[src/rtl/pic_rom_pkg.sv]
// Shared types for the PicROM read arbiter: owner ids, arbiter state, tags.
// Imported by pic_rom_tag_pipe and pic_rom_arbiter.
package pic_rom_pkg;

    localparam int ADDR_W_DEF = 16;
    localparam int DATA_W_DEF = 8;

    typedef enum logic {
        OWN_SOBEL = 1'b0,
        OWN_AUX   = 1'b1
    } owner_e;

    typedef enum logic {
        LAST0 = 1'b0,
        LAST1 = 1'b1
    } arb_state_e;

    typedef struct packed {
        logic   valid;
        owner_e owner;
    } tag_t;

endpackage

[src/rtl/pic_rom_tag_pipe.sv]
// Shift register of read tags; tail lines up with ROM douta of that read.
// Synchronous clear drops every in-flight read.
module pic_rom_tag_pipe
    import pic_rom_pkg::*;
#(
    parameter int DEPTH = 2
) (
    input  logic i_clk,
    input  logic i_clr,
    input  tag_t i_tag,
    output tag_t o_tag
);

    tag_t r_pipe [DEPTH];

    always_ff @(posedge i_clk) begin
        if (i_clr) begin
            for (int i = 0; i < DEPTH; i++) begin
                r_pipe[i] <= '0;
            end
        end else begin
            r_pipe[0] <= i_tag;
            for (int i = 1; i < DEPTH; i++) begin
                r_pipe[i] <= r_pipe[i-1];
            end
        end
    end

    assign o_tag = r_pipe[DEPTH-1];

endmodule

[src/rtl/pic_rom_arbiter.sv]
// Two-port read arbiter in front of the single-port PicROM (fclk domain).
// PIC_ROM_ARB_RR_EN selects round-robin instead of priority + starvation guard.
module pic_rom_arbiter
    import pic_rom_pkg::*;
#(
    parameter int ADDR_W       = ADDR_W_DEF,
    parameter int DATA_W       = DATA_W_DEF,
    parameter int ROM_LAT      = 1,
    parameter int STARVE_LIMIT = 8
) (
    input  logic              fclk,
    input  logic              rst,
    input  logic              req0,
    input  logic [ADDR_W-1:0] addr0,
    output logic              gnt0,
    output logic              rvalid0,
    output logic [DATA_W-1:0] rdata0,
    input  logic              req1,
    input  logic [ADDR_W-1:0] addr1,
    output logic              gnt1,
    output logic              rvalid1,
    output logic [DATA_W-1:0] rdata1,
    output logic [ADDR_W-1:0] rom_addr,
    input  logic [DATA_W-1:0] rom_data
);

    arb_state_e        r_state;
    arb_state_e        w_state_nxt;
    logic              w_gnt0;
    logic              w_gnt1;
    logic              w_pick1;
    logic [ADDR_W-1:0] r_rom_addr;
    logic              r_rvalid0;
    logic              r_rvalid1;
    logic [DATA_W-1:0] r_rdata0;
    logic [DATA_W-1:0] r_rdata1;
    tag_t              w_tag_in;
    tag_t              w_tag_out;

`ifdef PIC_ROM_ARB_RR_EN
    assign w_pick1 = (r_state == LAST0);
`else
    localparam int CNT_W = (STARVE_LIMIT > 0) ? $clog2(STARVE_LIMIT + 1) : 1;

    logic [CNT_W-1:0] r_starve;

    // Port 1 overrides only once it has been denied STARVE_LIMIT cycles in a row.
    assign w_pick1 = (STARVE_LIMIT != 0) && (r_starve == CNT_W'(STARVE_LIMIT));

    always_ff @(posedge fclk) begin
        if (rst || !req1 || w_gnt1) begin
            r_starve <= '0;
        end else if (r_starve != CNT_W'(STARVE_LIMIT)) begin
            r_starve <= r_starve + CNT_W'(1);
        end
    end
`endif

    always_ff @(posedge fclk) begin
        if (rst) begin
            r_state <= LAST1;
        end else begin
            r_state <= w_state_nxt;
        end
    end

    always_comb begin
        w_gnt0      = 1'b0;
        w_gnt1      = 1'b0;
        w_state_nxt = r_state;
        if (!rst) begin
            unique case ({req1, req0})
                2'b01:   w_gnt0 = 1'b1;
                2'b10:   w_gnt1 = 1'b1;
                2'b11: begin
                    w_gnt0 = !w_pick1;
                    w_gnt1 = w_pick1;
                end
                default: ;
            endcase
            if (w_gnt0) begin
                w_state_nxt = LAST0;
            end else if (w_gnt1) begin
                w_state_nxt = LAST1;
            end
        end
    end

    always_ff @(posedge fclk) begin
        if (rst) begin
            r_rom_addr <= '0;
        end else if (w_gnt0) begin
            r_rom_addr <= addr0;
        end else if (w_gnt1) begin
            r_rom_addr <= addr1;
        end
    end

    always_comb begin
        w_tag_in       = '0;
        w_tag_in.valid = w_gnt0 | w_gnt1;
        w_tag_in.owner = w_gnt1 ? OWN_AUX : OWN_SOBEL;
    end

    pic_rom_tag_pipe #(
        .DEPTH (ROM_LAT + 1)
    ) u_tags (
        .i_clk (fclk),
        .i_clr (rst),
        .i_tag (w_tag_in),
        .o_tag (w_tag_out)
    );

    always_ff @(posedge fclk) begin
        if (rst) begin
            r_rvalid0 <= 1'b0;
            r_rvalid1 <= 1'b0;
            r_rdata0  <= '0;
            r_rdata1  <= '0;
        end else begin
            r_rvalid0 <= w_tag_out.valid && (w_tag_out.owner == OWN_SOBEL);
            r_rvalid1 <= w_tag_out.valid && (w_tag_out.owner == OWN_AUX);
            if (w_tag_out.valid && (w_tag_out.owner == OWN_SOBEL)) begin
                r_rdata0 <= rom_data;
            end
            if (w_tag_out.valid && (w_tag_out.owner == OWN_AUX)) begin
                r_rdata1 <= rom_data;
            end
        end
    end

    assign gnt0     = w_gnt0;
    assign gnt1     = w_gnt1;
    assign rom_addr = r_rom_addr;
    assign rvalid0  = r_rvalid0;
    assign rvalid1  = r_rvalid1;
    assign rdata0   = r_rdata0;
    assign rdata1   = r_rdata1;

endmodule

[config.mk]
export PLATFORM = sky130hd
export DESIGN_NAME = pic_rom_arbiter
export DESIGN_NICKNAME = d
export VERILOG_FILES = /design/src/rtl/pic_rom_pkg.sv /design/src/rtl/pic_rom_tag_pipe.sv /design/src/rtl/pic_rom_arbiter.sv
export SDC_FILE = /design/constraint.sdc
export NUM_CORES = 1
export LEC_CHECK = 0
export CORE_MARGIN = 8
export CORE_UTILIZATION = 44
export DETAILED_ROUTE_END_ITERATION = 12
export GPL_TIMING_DRIVEN = 1
export PLACE_DENSITY = 0.94
export SETUP_SLACK_MARGIN = 0.3
export SYNTH_ARGS = -nofsm -noshare
export SYNTH_HDL_FRONTEND = slang
export SYNTH_HIERARCHICAL = 1
export SYNTH_SLANG_ARGS = --single-unit
export TNS_END_PERCENT = 1
[constraint.sdc]
create_clock -name fclk -period 3.08 [get_ports fclk]
set_input_delay 0.616 -clock fclk [delete_from_list [all_inputs] [get_ports fclk]]
set_output_delay 0.616 -clock fclk [all_outputs]
set_load 0.01 [all_outputs]
# == Word-level counts from Yosys, hierarchy flattened ==
# Memories as Yosys holds them, arrays and structs flattened.
# Index checks and enable logic that the tools add are counted.
# classes
n_mux,12
addsub,1
n_reduce_logical,7
bitwise,4
eq_ne,5
# op_table
operator,n
$mux W16,2
$mux W1,6
$add A4 B1 Y4 const B,1
$eq A2 B2 Y1 const B,2
$eq A4 B4 Y1 const B,1
$mux W2,2
$ne A4 B4 Y1 const B,1
$pmux W1 S2,2
$or A1 B1 Y1,3
$eq A2 B1 Y1 const B,1
$logic_and A1 B1 Y1,2
$logic_not A1 Y1,2
$logic_or A1 B1 Y1,2
$reduce_bool A2 Y1,1
$not A1 Y1,1
# totals
out_inout_bits,36
ram_bits,4
wordCells,36
input_bits,44
memories,1
regBits,38
# memory_table
memory,words,word_bits,rd,rd_clocked_by_memory_dff,write_ports,line,source
u_tags.r_pipe,2,2,2,0,2,pic_rom_tag_pipe.sv:14,tag_t r_pipe [DEPTH];

# == Logic depth before layout (Yosys ltp) ==
# logic_depth
depth_word,6
ltp_mapped,7
depth_no_buf,5

# == Cells and area by module ==
# The synthesis kept the hierarchy.
# modules_own_cells
module,instances,seq_area_each_um2,area_each_um2,cells_each
pic_rom_arbiter,1,760.7,1629.1,196
pic_rom_tag_pipe,1,80.1,120.1,10

# == Least setup slack after synthesis ==
# Ideal clock, no wire load.
# synth_timing
path_kind,input to output
startpoint,input port rst
endpoint,output port gnt0
path_buffers,2
setup_slack_ns,1.122
stages,4
required_ns,2.464
t_arrival_ns,1.342
cell_sequence,buf_2 > nand2b_1 > buf_2 > nor2_1
# synth_between
elab_chain_cells,1
# synth_rtl
element,line,source
"start, declared",pic_rom_arbiter.sv:12,"input logic rst,"
$mux W1,pic_rom_arbiter.sv:71,if (!rst) begin
"end, declared",pic_rom_arbiter.sv:15,"output logic gnt0,"
# No other way between the ends.

# == Worst setup path in the final report ==
# layout_timing
startpoint,input port req0
endpoint,output port gnt0
# layout_between
elab_chain_cells,3
word_cells_on_any_way,4
classes_between,2 x eq/ne; 2 x mux
# layout_rtl
element,line,source
"start, declared",pic_rom_arbiter.sv:13,"input logic req0,"
$eq A2 B2 Y1 / $eq A2 B1 Y1 (equally long branches),pic_rom_arbiter.sv:72,"unique case ({req1, req0})"
$pmux W1 S2 (*),pic_rom_arbiter.sv:72,
$mux W1 (*),pic_rom_arbiter.sv:71,
# Mark *: on every way between the ends. The rest lies on a longest branch, timed or not.

==> summary.md <==
| Metric | Value |
|---|---|
| CP Max Fanout | 9 |
| Register area share after synthesis | 48.1% |
| Post-synthesis xor/xnor area fraction | under 10% |
| Pre-antenna DRT Iters | 4 |
| Seq cells post-synth | 42 |
| Initial Utilization | around 45% |
| Synth Area in Adders | under 10% |
| Total track usage | 16.9% |
| Post-synth ARST share | 0% |
| Clock Sink Count | 42 |
| CTS tree | done |
| # DRC | 0 |
| Max-cap violation count | 0 |
| Final Setup Violations | 0 |
| Hold Fails Final Rpt | 0 |
| Clock root buffer | clkbuf_8 |
| Area Overhead vs Synth | 50.6% |
| Worst Hold Path EP | u_tags/r_pipe[0][2] |
| Core box area | approximately 3900 sq um |
| CTS Buf Count | 5 |
| Count of cell types in the netlist | 24 |
| Hold Crit Start | u_tags/r_pipe[0][0] |
| Synth Area in Simple Gates | 18.1% |
| Total wire length | 5360 microns |
| Yosys top cell by area | dfxtp_1 |
| Worst-case reg-to-reg path depth | 5 |
| DP HPWL | slightly below 4000 microns |
| Share of layout cells above drive strength 1 | 5.07% |
| Initial antenna violation count | 0 |
| PnR Total Power | approximately 1.2 mW |
| Post-CTS Resized | 0 |
| Port bufs | 79 |
| Fin Setup TNS | 0 ns |
| Grt ovf | 0 |
| Reg-to-Reg End | rom_addr[15] |
| Clk pin slew, worst setup/hold paths | 0.08 ns |
| Top FF cell, synth | dfxtp_1 |
| Worst setup EP type | primary output |
| Die area | 6250 sq um |
| Final nets | 321 |
| Mapped cell area | 1750 sq um |
| Routability congestion estimate | 0.739 |
| Worst VDD drop | 0.307 mV |
| Unrepaired setup endpoints after global routing | no |
| Hold Crit Depth | 1 |
| Die Wd | around 80 microns |
| R2R setup slack | 1.14 ns |
| Status | finished clean |
| Internal | between 0.9 and 1 mW |
| Leakage | 0.914 nW |
| Top post-synthesis cells by count | dfxtp_1, nand2_1, nor2_1 |
| Avg Synthesized Cell Area | 8.49 sq um |
| I/O pin count | 80 |
| Synth Area in Compound Gates | between 20% and 30% |
| Largest family of logic cells by synthesized area | compound AO/OA/AOI/OAI gates |
| First-pass GRT wire length | about 8500 microns |
| Switch share | 23.7% |
| Rows | 23 |
| H-tree depth | 2 |
| FMAX | 0.376 GHz |
| HP Class | reg2reg |
| Largest net degree at the start of global routing | 36 |
| Measured slew at the worst slew-check pin | 0.689 ns |
| Hold-fix buffers at CTS | 0 |
| PwrDens | about 460 nW/um^2 |
| Vias in the first global route | 1,725 |
| Synthesized net count | 252 |
| Postcts setup bufs | 0 |
| Relative slew slack | 53.8% |
| Vias per cell | 5.45 |
| Area contributors post-synth | dfxtp_1, a311oi_1, a211oi_1 |
| CP arrival | slightly above 2 ns |
| Die height | 79.1 microns |
| Post-route ant nets | 0 |
| Mux cell area share after synthesis | 0% |
| Setup CP Type | in2out |
| Clock period minus worst slack | 2.66 ns |
| Maximum root-to-sink buffer count | 2 |
| NetSw | 0.284 mW |
| Seq pwr share | 48.3% |
| EDFF count, synth | 0 |
| Most common cell in the netlist | dfxtp_1 |
| Cells after Synth | 206 |
| Routed vias | approximately 1.8k |
| Final period util | between 80% and 90% |
| Antenna diode count | 0 |
| Critical R2R Launch | r_starve[0] |
| Ys Warns | 6 |
| Top-area cell type share of the netlist area | 48.1% |
| Clk_lat worst skew | 0.29 ns |
| Clk network pwr share | 35.7% |
| Initial drt markers | ~110 |
| Max-slew violations | 0 |
| Drt wl/cell | 16.4 microns |
| Final clock skew | 0.00148 ns |
| Part of the power in combinational logic | 16.0% |
| CP startpoint kind | input port |
| CP required | 2.46 ns |
-- cells by family after synthesis --
| kind of cell | count (synthesis) |
|---|---|
| flip-flops | 42 |
| XOR/XNOR | 2 |
| buffers and inverters | 24 |
| AND/OR/NAND/NOR | 70 |
| adder cells (fa/ha/maj) | 2 |
| AO/OA/AOI/OAI | 66 |
-- power by group through the flow --
stage / Clock (mW) / Combinational [mW] / Sequential (mW)
floorplan: 0 / 0.0699 / 0.598
global placement: 0 / 0.188 / 0.590
detailed placement: 0 / 0.191 / 0.591
CTS: 0.433 / 0.193 / 0.579
global route: 0.463 / 0.207 / 0.582
finish: 0.428 / 0.192 / 0.579
-- placed cells by master, fill, tap and decap left out, types with 3 or more instances in the layout --
master            n
o21ai_1          14
a311oi_1         16
clkdlybuf4s50_1  78
nand3_1           9
nor2b_1           5
dfxtp_1          42
nand2_1          25
nand2b_1          3
a211oi_1         16
inv_1             3
nor2_1           23
buf_4             4
a21oi_1          17
clkbuf_8          5
-- critical path: stages --
cell and delay, ns:
clkdlybuf4s50_1 0.64, nand2b_1 0.11, nor2_1 0.10, clkdlybuf4s50_1 0.57
-- sequential cells by signal, indices dropped and copies added, names as in the netlist --
signal and flops:
u_tags/r_pipe 4, r_starve 4, rvalid1 1, rdata0 8, rvalid0 1, rdata1 8, rom_addr 16
-- per-stage QoR --
step / setup WS [ns] / hold WS (ns) / utilization [%] / cell area [sq um] / instances
after floorplan: 1.12 / 0.414 / - / 1750 / 206
after global placement: 0.425 / 0.418 / 64.5 / 2520 / 318
after detailed placement: 0.410 / 0.421 / 64.5 / 2520 / 318
after CTS: 0.411 / 0.438 / 67.3 / 2630 / 326
after global routing: 0.343 / 0.457 / 67.3 / 2630 / 326
final: 0.417 / 0.439 / 67.3 / 2630 / 326
-- how the worst max path moves through the flow --
| stage | endpoint | slack (ns) | start |
|---|---|---|---|
| 3_3_place_gp | gnt0 | 0.42 | req0 |
| 2_1_floorplan | gnt0 | 1.12 | rst |
| 3_5_place_dp | gnt0 | 0.41 | req0 |
| 4_1_cts | gnt0 | 0.41 | req0 |
| 5_1_grt | gnt0 | 0.34 | req0 |
| 6_report | gnt0 | 0.42 | req0 |
-- layout make-up --
type,count,area (sq um)
well taps,50,62.6
inverters,3,11.3
clock buffers,5,68.8
clock inverters,3,40.0
flip-flops and latches,42,841
fillers,317,1280
repair buffers,83,816
multi-input cells,140,795
-- routing by layer --
metal	global-route usage, %	up-vias	share of wire (%)
li1	-	868	-
met1	18.6	824	41
met2	29.3	79	49
met3	5.87	6	8.5
met4	6.11	0	1.3
met5	0	-	0
No activity file was read; power rests on OpenSTA's default activity.
